File: src/rtl/imm_pkg.sv
// Shared definitions for the RV32I immediate generator: format codes,
// format-code width and the XLEN legality check.
package imm_pkg;

    localparam int IMM_FMT_W = 3;

    localparam logic [IMM_FMT_W-1:0] IMM_FMT_I = 3'd0;
    localparam logic [IMM_FMT_W-1:0] IMM_FMT_S = 3'd1;
    localparam logic [IMM_FMT_W-1:0] IMM_FMT_B = 3'd2;
    localparam logic [IMM_FMT_W-1:0] IMM_FMT_U = 3'd3;
    localparam logic [IMM_FMT_W-1:0] IMM_FMT_J = 3'd4;
    localparam logic [IMM_FMT_W-1:0] IMM_FMT_Z = 3'd5;

    function automatic bit imm_xlen_ok(input int xlen);
        return (xlen == 32) || (xlen == 64);
    endfunction

endpackage

File: src/rtl/imm_ext_comb.sv
// Combinational immediate extraction and sign extension for one instruction.
// Format Z (CSR zimm) is legal only when IMM_GEN_ZIMM_EN is defined.
module imm_ext_comb
    import imm_pkg::*;
#(
    parameter int XLEN = 32
) (
    input  logic [31:0]          instr,
    input  logic [IMM_FMT_W-1:0] fmt,
    output logic [XLEN-1:0]      imm,
    output logic                 err
);

    logic [31:0] imm32_s;
    logic        unused_opcode_s;

    // Opcode bits never carry immediate data.
    assign unused_opcode_s = ^instr[6:0];

    // Assemble the 32-bit immediate for the selected format; illegal codes yield zero.
    always_comb begin
        imm32_s = 32'h0000_0000;
        err     = 1'b0;
        case (fmt)
            IMM_FMT_I: imm32_s = {{20{instr[31]}}, instr[31:20]};
            IMM_FMT_S: imm32_s = {{20{instr[31]}}, instr[31:25], instr[11:7]};
            IMM_FMT_B: imm32_s = {{19{instr[31]}}, instr[31], instr[7],
                                  instr[30:25], instr[11:8], 1'b0};
            IMM_FMT_U: imm32_s = {instr[31:12], 12'h000};
            IMM_FMT_J: imm32_s = {{11{instr[31]}}, instr[31], instr[19:12],
                                  instr[20], instr[30:21], 1'b0};
`ifdef IMM_GEN_ZIMM_EN
            IMM_FMT_Z: imm32_s = {27'h000_0000, instr[19:15]};
`endif
            default: begin
                imm32_s = 32'h0000_0000;
                err     = 1'b1;
            end
        endcase
    end

    // Bit 31 of every 32-bit form is already the sign (zero for zimm), so a
    // signed widen covers the XLEN=64 case uniformly.
    assign imm = XLEN'($signed(imm32_s));

endmodule

File: src/rtl/imm_gen.sv
// Two-stage valid/ready immediate generator (S1: raw instruction, S2: result).
// Optional CSR zimm support is enabled with IMM_GEN_ZIMM_EN.
module imm_gen
    import imm_pkg::*;
#(
    parameter int XLEN = 32
) (
    input  logic                 clk,
    input  logic                 rst_n,
    input  logic                 flush,
    input  logic                 in_valid,
    output logic                 in_ready,
    input  logic [31:0]          in_instr,
    input  logic [IMM_FMT_W-1:0] in_fmt,
    output logic                 out_valid,
    input  logic                 out_ready,
    output logic [XLEN-1:0]      out_imm,
    output logic [IMM_FMT_W-1:0] out_fmt,
    output logic                 out_err
);

    if (!imm_xlen_ok(XLEN)) begin : g_xlen_chk
        $error("imm_gen: XLEN must be 32 or 64");
    end

    logic                 s1_valid_r;
    logic [31:0]          s1_instr_r;
    logic [IMM_FMT_W-1:0] s1_fmt_r;

    logic                 s2_load_s;
    logic                 s1_load_s;
    logic [XLEN-1:0]      ext_imm_s;
    logic                 ext_err_s;

    // S2 can take new data when empty or being drained; S1 likewise when it drains into S2.
    assign s2_load_s = !out_valid || out_ready;
    assign s1_load_s = !s1_valid_r || s2_load_s;
    assign in_ready  = !flush && s1_load_s;

    imm_ext_comb #(
        .XLEN (XLEN)
    ) u_ext (
        .instr (s1_instr_r),
        .fmt   (s1_fmt_r),
        .imm   (ext_imm_s),
        .err   (ext_err_s)
    );

    // Pipeline registers and valid tracking; flush kills both stages.
    always_ff @(posedge clk or negedge rst_n) begin
        if (!rst_n) begin
            s1_valid_r <= 1'b0;
            s1_instr_r <= 32'h0000_0000;
            s1_fmt_r   <= 3'd0;
            out_valid  <= 1'b0;
            out_imm    <= '0;
            out_fmt    <= 3'd0;
            out_err    <= 1'b0;
        end else if (flush) begin
            s1_valid_r <= 1'b0;
            out_valid  <= 1'b0;
        end else begin
            if (s2_load_s) begin
                out_valid <= s1_valid_r;
                if (s1_valid_r) begin
                    out_imm <= ext_imm_s;
                    out_fmt <= s1_fmt_r;
                    out_err <= ext_err_s;
                end
            end
            if (s1_load_s) begin
                s1_valid_r <= in_valid;
                if (in_valid) begin
                    s1_instr_r <= in_instr;
                    s1_fmt_r   <= in_fmt;
                end
            end
        end
    end

endmodule

File: config.mk
export PLATFORM = sky130hd
export DESIGN_NAME = imm_gen
export DESIGN_NICKNAME = d
export VERILOG_FILES = /design/src/rtl/imm_pkg.sv /design/src/rtl/imm_ext_comb.sv /design/src/rtl/imm_gen.sv
export SDC_FILE = /design/constraint.sdc
export NUM_CORES = 1
export LEC_CHECK = 0
export CAP_MARGIN = 5
export CORE_ASPECT_RATIO = 0.7
export CORE_MARGIN = 1.5
export CORE_UTILIZATION = 25
export DETAILED_ROUTE_END_ITERATION = 8
export PLACE_DENSITY_LB_ADDON = 0.2
export SETUP_SLACK_MARGIN = 0.5
export SYNTH_ARGS = -nofsm -noshare
export SYNTH_HDL_FRONTEND = slang
export SYNTH_HIERARCHICAL = 1
export SYNTH_SLANG_ARGS = --single-unit
File: constraint.sdc
create_clock -name clk -period 1.55 [get_ports clk]
set_input_delay 0.31 -clock clk [delete_from_list [all_inputs] [get_ports clk]]
set_output_delay 0.31 -clock clk [all_outputs]
set_load 0.1 [all_outputs]
==> impl_metrics.ini <==
[detailed_routing]
drt_iter0_markers = 155
wl_per_cell_um = 17.4
wl_met2_um = 3570
met3WireLength_um = 548
drt-pass1-iter-count = 4
dr.max_layer_used = met4
via_count = 2245
viasPerCell = 4.45
wirelength_um = 8780
route.layer.met1.wl_um = 4560
ant_nets = 0
drc = 0

[worst_setup_path]
critPathRequiredTime_ps = 1760
crit_family = flip-flops
start_kind = flip-flop
critPathKind = reg2reg
critical-path-max-stage-delay_ps = 470
crit_slowest_cell = dfrtp_4
crit_path_end_kind = flip-flop
critPathBufInv = 3
cpMostUsedCell = buf_6
path_max_fanout = 14
crit_arrival_ps = 1970
crit_chain = and3b_2, buf_6, nor3b_4, buf_6, buf_12, mux2_2

[timing]
finalClockSkew_ps = 6.32
fin_crit_sh_pct = 113
hold_viol = 14
max_slew_margin_pct = 71.6
worst_pin_slew_ps = 426
rsz0062_at_grt = true
fmax_ghz = 0.569
slew_viol_final = 0
setup_viol = 65
finalSetupTns_ps = -8790
setup_ws_ps = -209
whs_ps = -84.9
finalCriticalPeriod_ps = 1760

[die]
die_width_um = 134
num_rows = 33
core-area_um2 = 11800
start_util_pct = 25.7
die_h_um = 95.0
die-area_um2 = 12800
ios = 78

[clocking]
path_clk_slew_ps = 60
cts_sinks = 66
clockBufferDepth = 2
cts_tree = yes
cts_buffers = 9
root_buffer = clkbuf_16
h-tree-depth = 3
insertion_delay_ps = 330

[run]
cap_violations = 0

[min_path]
min_path_type = in2async

[global_routing]
gr-total-overflow = 0
grt_pass1_wl_um = 12200
grt_antenna_before_repair = 0
grt_start_max_net_pins = 37
grt_usage_pct = 12.7
grt_pass1_vias = 2283

[placed_design]
place.gp.congestion = 0.746
hpwl_um = 5270
place_area_um2 = 4390
io_buffers = 70
dp.cells = 467

[status]
violations = hold timing, setup timing
status = finished with violations

[yosys]
synth_nets = 283
syn_avg_cell_area_um2 = 12.5
syn_inst = 243
synthesis.area_um2 = 3030
synth.yosys.warnings = 6

[cells_and_area]
stdcell_count = 505
mostFrequentLayoutCells = mux2_4 (46), buf_12 (42), dfrtp_2 (36)
area_growth_pct = 71.7
drive_above_1_share_pct = 57.8
final_common_cell = mux2_4
diodes = 0
design_area_um2 = 5190
nets = 383

[power]
vdd_ir_drop_max_uv = 1330
p_leak_nw = 2.25
power.density_nw_per_um2 = 1940
repair_timing:
item,4_1_cts,5_1_grt
pin swaps,0,1
setup buffers,4,9
gates resized for setup,6,57
cloned,0,9
setup endpoints to repair,103,103
endpoints found under the hold margin,14,14
worst reg2reg max path, stage by stage (launching register included):
cell     delay [ps]
dfrtp_4         470
and3b_2         220
buf_6           120
nor3b_4         170
buf_6           160
buf_12          160
mux2_2          350
power breakdown:
group	total [mW]	internal, mW	switching [mW]
Combinational	5.20	2.16	3.04
Clock	2.16	1.45	0.715
Sequential	2.71	2.22	0.494
Total	10.1	5.83	4.25
stage by stage:
step	hold slack (ps)	setup WS, ps	util, %	total power [mW]
2_1_floorplan	14.4	-323	-	5.58
3_3_place_gp	259	-387	37.3	7.49
6_report	-84.9	-209	44.1	10.1
4_1_cts	-82.0	-197	40.4	9.77
5_1_grt	-53.7	-265	44.1	10.4
3_5_place_dp	270	-418	37.3	7.53
routing by layer:
| metal | GRT usage [%] | up-vias |
|---|---|---|
| met3 | 4.36 | 10 |
| met1 | 18.3 | 1109 |
| met4 | 3.85 | 0 |
| met5 | 0 | - |
| met2 | 17.9 | 81 |
| li1 | - | 1045 |
flip-flops by register name, summed over array words and instances, names as in the netlist:
signal      flops
s1_valid_r      1
out_imm        32
out_fmt         3
s1_fmt_r        3
s1_instr_r     25
out_err         1
out_valid       1
path summary, 6_finish.rpt:
| kind | startpoint | end | slack (ps) | cells past startpoint |
|---|---|---|---|---|
| worst max-delay path | out_valid | s1_instr_r[15] | -210 | 6 |
| worst min-delay path | rst_n | s1_instr_r[18] | -80 | 1 |
| max in group asynchronous | rst_n | out_imm[28] | 1050 | 2 |
| worst max register to register | out_valid | s1_instr_r[15] | -210 | 6 |
| worst min register to register | s1_instr_r[10] | s1_instr_r[10] | 510 | 1 |
| min in group clk | out_ready | out_valid | 490 | 4 |
area by class of cell:
cell class / count / area (um^2)
Fill cell: 1087 / 6570
Sequential cell: 66 / 1700
Clock inverter: 5 / 77.6
Clock buffer: 11 / 243
Multi-Input combinational cell: 158 / 1450
Timing Repair Buffer: 107 / 1520
Inverter: 1 / 3.75
Tap cell: 157 / 196
Power figures use the tool's default switching activity.
